<file path="src/rtl/div_pkg.sv">
// Shared definitions for the radix-2 restoring divider family.
//   div_state_e : divider FSM states
//   MAX_WIDTH   : widest operand any divider in the family supports
//   CNT_W       : iteration counter width, sized for MAX_WIDTH
//   abs_mag()   : operand magnitude, two's-complement aware
package div_pkg;

    typedef enum logic [1:0] {
        IDLE   = 2'd0,
        CALC   = 2'd1,
        FIX    = 2'd2,
        FINISH = 2'd3
    } div_state_e;

    localparam int MAX_WIDTH = 32;
    localparam int CNT_W     = $clog2(MAX_WIDTH + 1);

    // Magnitude of an operand held zero-extended in MAX_WIDTH bits; msb is the
    // operand's sign bit position. The caller truncates back to its own width,
    // so |MIN| comes out as 2^(WIDTH-1), which is representable unsigned.
    function automatic logic [MAX_WIDTH-1:0] abs_mag(
        input logic [MAX_WIDTH-1:0] value,
        input logic [4:0]           msb,
        input logic                 signed_op
    );
        logic [MAX_WIDTH-1:0] mag;
        if (signed_op && value[msb]) begin
            mag = {MAX_WIDTH{1'b0}} - value;
        end else begin
            mag = value;
        end
        return mag;
    endfunction

endpackage

</file>
<file path="src/rtl/div_restore_step.sv">
// One radix-2 restoring-division step (purely combinational).
//   R_in  : partial remainder (always < D)
//   Q_in  : dividend bits still to shift in (MSB first) / quotient bits so far
//   D     : divisor magnitude
//   R_out : updated partial remainder
//   Q_out : Q_in shifted left with the new quotient bit in the LSB
module div_restore_step #(
    parameter int WIDTH = 8
) (
    input  logic [WIDTH-1:0] R_in,
    input  logic [WIDTH-1:0] Q_in,
    input  logic [WIDTH-1:0] D,
    output logic [WIDTH-1:0] R_out,
    output logic [WIDTH-1:0] Q_out
);

    // Shifted remainder can reach WIDTH+1 bits with an unsigned full-range
    // divisor, so the trial subtract carries one more bit as the borrow.
    logic [WIDTH:0]   shifted_s;
    logic [WIDTH+1:0] trial_s;
    logic             fits_s;

    assign shifted_s = {R_in, Q_in[WIDTH-1]};
    assign trial_s   = {1'b0, shifted_s} - {2'b00, D};
    assign fits_s    = ~trial_s[WIDTH+1];

    // Keep the difference when the divisor fits, otherwise restore.
    always_comb begin
        R_out = WIDTH'(shifted_s);
        if (fits_s) begin
            R_out = WIDTH'(trial_s);
        end else begin
            R_out = WIDTH'(shifted_s);
        end
        Q_out = {Q_in[WIDTH-2:0], fits_s};
    end

endmodule

</file>
<file path="src/rtl/seq_divider_param.sv">
// Multi-cycle WIDTH-bit restoring divider, one quotient bit per clock,
// signed or unsigned per operation, truncating semantics.
//   clk, rst            : clock, synchronous active-high reset
//   start, signed_op    : request and mode, sampled when busy=0
//   A, B                : dividend / divisor, sampled with start
//   quotient, remainder : registered results, held until overwritten
//   busy, done          : operation in progress / one-cycle completion pulse
//   div_zero, overflow  : B==0 / signed MIN/-1 for the completed operation
module seq_divider_param
    import div_pkg::*;
#(
    parameter int WIDTH = 8
) (
    input  logic             clk,
    input  logic             rst,
    input  logic             start,
    input  logic             signed_op,
    input  logic [WIDTH-1:0] A,
    input  logic [WIDTH-1:0] B,
    output logic [WIDTH-1:0] quotient,
    output logic [WIDTH-1:0] remainder,
    output logic             busy,
    output logic             done,
    output logic             div_zero,
    output logic             overflow
);

    localparam logic [4:0]       MSB_POS = 5'(WIDTH - 1);
    localparam logic [WIDTH-1:0] MIN_VAL = {1'b1, {(WIDTH-1){1'b0}}};
    localparam logic [WIDTH-1:0] ONES    = {WIDTH{1'b1}};
    localparam logic [WIDTH-1:0] ZERO    = {WIDTH{1'b0}};

    div_state_e       state_r;
    logic [CNT_W-1:0] count_r;
    logic [WIDTH-1:0] r_r;
    logic [WIDTH-1:0] q_r;
    logic [WIDTH-1:0] d_r;
    logic [WIDTH-1:0] a_r;
    logic             q_sign_r;
    logic             r_sign_r;
    logic             zero_r;
    logic             ovf_r;

    logic             accept_s;
    logic [WIDTH-1:0] a_mag_s;
    logic [WIDTH-1:0] b_mag_s;
    logic             b_zero_s;
    logic             ovf_s;
    logic [WIDTH-1:0] r_next_s;
    logic [WIDTH-1:0] q_next_s;

    // busy is low in both IDLE and FINISH, so a start in the done cycle is
    // accepted straight away.
    assign accept_s = start & ~busy;
    assign a_mag_s  = WIDTH'(abs_mag(MAX_WIDTH'(A), MSB_POS, signed_op));
    assign b_mag_s  = WIDTH'(abs_mag(MAX_WIDTH'(B), MSB_POS, signed_op));
    assign b_zero_s = (B == ZERO);
    assign ovf_s    = signed_op & (A == MIN_VAL) & (B == ONES);

    div_restore_step #(
        .WIDTH (WIDTH)
    ) u_step (
        .R_in  (r_r),
        .Q_in  (q_r),
        .D     (d_r),
        .R_out (r_next_s),
        .Q_out (q_next_s)
    );

    // Divider FSM: operand capture, bit iteration, sign fix-up and flags.
    always_ff @(posedge clk) begin
        if (rst) begin
            state_r   <= IDLE;
            count_r   <= {CNT_W{1'b0}};
            r_r       <= ZERO;
            q_r       <= ZERO;
            d_r       <= ZERO;
            a_r       <= ZERO;
            q_sign_r  <= 1'b0;
            r_sign_r  <= 1'b0;
            zero_r    <= 1'b0;
            ovf_r     <= 1'b0;
            quotient  <= ZERO;
            remainder <= ZERO;
            busy      <= 1'b0;
            done      <= 1'b0;
            div_zero  <= 1'b0;
            overflow  <= 1'b0;
        end else if (accept_s) begin
            q_sign_r <= (A[WIDTH-1] ^ B[WIDTH-1]) & signed_op;
            r_sign_r <= A[WIDTH-1] & signed_op;
            // q_r starts as |A| and is shifted out MSB first while quotient
            // bits shift in from the bottom.
            q_r      <= a_mag_s;
            d_r      <= b_mag_s;
            r_r      <= ZERO;
            a_r      <= A;
            zero_r   <= b_zero_s;
            ovf_r    <= ovf_s;
            count_r  <= CNT_W'(WIDTH);
            busy     <= 1'b1;
            done     <= 1'b0;
            div_zero <= 1'b0;
            overflow <= 1'b0;
            if (b_zero_s) begin
                state_r <= FIX;
            end else begin
                state_r <= CALC;
            end
        end else begin
            case (state_r)
                IDLE: begin
                    done    <= 1'b0;
                    state_r <= IDLE;
                end
                CALC: begin
                    r_r     <= r_next_s;
                    q_r     <= q_next_s;
                    count_r <= count_r - CNT_W'(1);
                    if (count_r == CNT_W'(1)) begin
                        state_r <= FIX;
                    end else begin
                        state_r <= CALC;
                    end
                end
                FIX: begin
                    if (zero_r) begin
                        quotient  <= ONES;
                        remainder <= a_r;
                    end else begin
                        quotient  <= q_sign_r ? (ZERO - q_r) : q_r;
                        remainder <= r_sign_r ? (ZERO - r_r) : r_r;
                    end
                    div_zero <= zero_r;
                    overflow <= ovf_r;
                    done     <= 1'b1;
                    busy     <= 1'b0;
                    state_r  <= FINISH;
                end
                FINISH: begin
                    done    <= 1'b0;
                    state_r <= IDLE;
                end
                default: begin
                    busy    <= 1'b0;
                    done    <= 1'b0;
                    state_r <= IDLE;
                end
            endcase
        end
    end

endmodule

</file>
<file path="config.mk">
export PLATFORM = sky130hd
export DESIGN_NAME = seq_divider_param
export DESIGN_NICKNAME = d
export VERILOG_FILES = /design/src/rtl/div_pkg.sv /design/src/rtl/div_restore_step.sv /design/src/rtl/seq_divider_param.sv
export SDC_FILE = /design/constraint.sdc
export NUM_CORES = 1
export LEC_CHECK = 0
export CAP_MARGIN = 20
export CORE_MARGIN = 2
export CORE_UTILIZATION = 40
export CTS_CLUSTER_SIZE = 10
export DETAILED_ROUTE_END_ITERATION = 10
export PLACE_DENSITY = 0.68
export SETUP_SLACK_MARGIN = 0.5
export SLEW_MARGIN = 20
export SYNTH_ARGS = -nofsm -noshare
export SYNTH_HDL_FRONTEND = slang
export SYNTH_SLANG_ARGS = --single-unit
</file>
<file path="constraint.sdc">
create_clock -name clk -period 2.3 [get_ports clk]
set_clock_uncertainty 0.1 [all_clocks]
set_input_delay 0.46 -clock clk [delete_from_list [all_inputs] [get_ports clk]]
set_output_delay 0.46 -clock clk [all_outputs]
set_load 0.01 [all_outputs]
</file>
==> metrics.yaml <==
dpl_cell_area_um2: 4168
stdcell_count: 626
yosysMostFrequentCell: "dfxtp_1"
cts_tree: "built"
synth_nets: 499
drtIter0Drc: 165
nNetsFinal: 552
vias: 3364
tns_ns: 0
netlist_area_um2: 3571
drv_cap: 0
grt_pass1_vias: 3195
wl_met1_um: 4252
routedWlPerCell_um: 14.38
worstPathRequired_ns: 2.47
antenna_cells: 0
synth_top_area_share_pct: 35.88
period_minus_slack_ns: 2.160
crit_path_top_delay_cell: "or4_1"
place_congestion: 0.8332
period_share_pct: 93.92
antenna_found_initial: 0
seq_area_frac_synth_pct: 35.88
power_density_nw_per_um2: 641.8
ant_nets: 0
worstSetupStartpointType: "flop"
holdWs_ns: 0.2586
yosysWarnings: 0
clk_pin_slew_worst_paths_ns: 0.08
synth-seq-cells: 64
power_mw: 2.901
netlist_instances: 461
drc: 0
cts.sinks: 64
slew_headroom_pct: 47.21
crit_arrival_ns: 2.33
dp_cells: 604
synthArstFlopShare_pct: 0
final_util_pct: 52.08
area_growth_pct: 26.56
wirelength_um: 9002
hp-class: "input port to flop"
grt_setup_unrepaired: "true"
worst_path_largest_cell_delay_ns: 0.41
status: "finished, final reports clean"
crit_type: "flop to flop"
clk_latency_ns: 0.34
start_util_pct: 41.15
setup_slack_ns: 0.1398
ys.flop_type: "dfxtp_1"
fill_cells: 846
grt_util_all_layers_pct: 18.45
dr_wl_met3_um: 359
critPathCaptureType: "flop"
row_count: 34
yosys.area.top_type: "dfxtp_1"
tightest_slew_ns: 0.7908
path_common_cell: "inv_2"
fp.dieH_um: 98.49
hold_viol_final: 0
crit_chain: "inv_2, ha_4, inv_2, fa_2, a21o_1, a21oi_2, nor2b_1, or4_1, a31o_1, a31oi_1"
ios: 40
grt_pass1_wl_um: 14740
clockBufferDepth: 2
setup_viol: 0
first_pass_iters: 4
p_leak_nw: 1.934
slew_viol_final: 0
post-dp-hpwl_um: 6360
port_buffers: 39
yosysUniqueCellTypes: 50
top_layer_used: "met4"
die-width_um: 98.49
synth-edff-count: 0
fmax_mhz: 462.9
wl_met2_um: 4235
cts_root_buf: "clkbuf_8"
grt_max_degree: 46
core_um2: 8678
synthTopCellsByArea: "dfxtp_1 (36%), nand2_1 (6.5%), a21oi_1 (6.2%), ha_1 (6.0%), nor2_1 (5.3%)"
overflow: 0
drive_gt1_share_pct: 15.06
crit_fanout: 2
stdcell_area_um2: 4519
syn_area_per_cell_um2: 7.746
h-tree-depth: 3
fp.dieArea_um2: 9699
synthTopCellsByCount: "dfxtp_1 (64), nand2_1 (62), nor2_1 (50), a21oi_1 (44), inv_1 (28)"
post_drt_via_cell_ratio: 5.374
place_ws_ns: -0.1015
numCtsBuffers: 9
vdd_drop_max_mv: 0.2524
## cell type report
cell class	count	area [µm²]	area share [%]
clock inverter	5	33.78	0.7475
tap	108	135.1	2.990
inverter	28	105.1	2.326
clock buffer	10	137.6	3.045
sequential	64	1290	28.54
multi-input combinational	343	2156	47.70
timing repair buffer	68	661.9	14.65
## worst paths after layout
check | startpoint | endpoint | slack (ns) | cells past startpoint
setup / recovery | q_r[7]$_SDFFE_PP0P_ | r_r[6]$_SDFFE_PP0P_ | 0.14 | 10
setup reg to reg | q_r[7]$_SDFFE_PP0P_ | r_r[6]$_SDFFE_PP0P_ | 0.14 | 10
hold reg to reg | remainder[1]$_SDFFE_PP0P_ | remainder[1]$_SDFFE_PP0P_ | 0.35 | 2
hold / removal | rst | busy$_SDFFE_PP0P_ | 0.26 | 2
## flip-flops by register name, summed over array words and instances (netlist names), 2 cells and up
register   count
q_r            8
d_r            8
state_r        2
quotient       8
remainder      8
count_r        6
a_r            8
r_r            8
## layout by cell type, fill, tap and decap left out, types with 7 or more instances in the layout
cell type,n
dlymetal6s2s_1,18
clkbuf_8,10
ha_1,13
dfxtp_2,7
nor2_1,49
buf_4,27
clkdlybuf4s50_1,18
xor2_1,9
dfxtp_1,57
nand2_1,60
a21oi_1,44
nor3_1,23
xnor2_1,18
mux2i_1,10
a211oi_1,11
inv_1,25
o21ai_0,19
## critical path, delay by kind of cell, from the launching register on
family	cells	cell delay [ns]
AOI/OAI and AO/OA	4	0.65
adders and majority gates	2	0.46
buffers and inverters	2	0.09
DFF	1	0.33
and+or+nand+nor	2	0.47
## logic make-up after synthesis
kind of cell               Yosys count  share of synthesized area, %
xor gates and xnor gates            27                         6.622
and+or+nand+nor                    177                         22.77
DFF                                 64                         35.88
buffers and inverters               54                         6.412
adders and majority gates           18                         6.517
muxes                               10                         2.803
AOI/OAI and AO/OA                  111                         18.99
## report_power, final
part | leakage, nW | switching, mW | total (mW) | internal, mW
logic | 1.32 | 0.427 | 0.793 | 0.366
clock network | 0.0841 | 0.449 | 0.861 | 0.412
registers | 0.526 | 0.0678 | 1.25 | 1.18
## routing by layer
| metal | global-route usage (%) | vias to the layer above |
|---|---|---|
| met5 | 0 | - |
| met4 | 6.428 | 0 |
| met3 | 2.908 | 17 |
| met2 | 29.88 | 75 |
| met1 | 25.14 | 1574 |
| li1 | - | 1698 |
## what timing repair did
action,in CTS,in global routing
endpoints found under the setup margin,30,37
gates resized for setup,11,34
hold buffers,0,0
hold endpoints to repair,0,0
pin swaps,5,7
buffers inserted,3,3
cloned,1,0
Power figures use the tool's default switching activity.
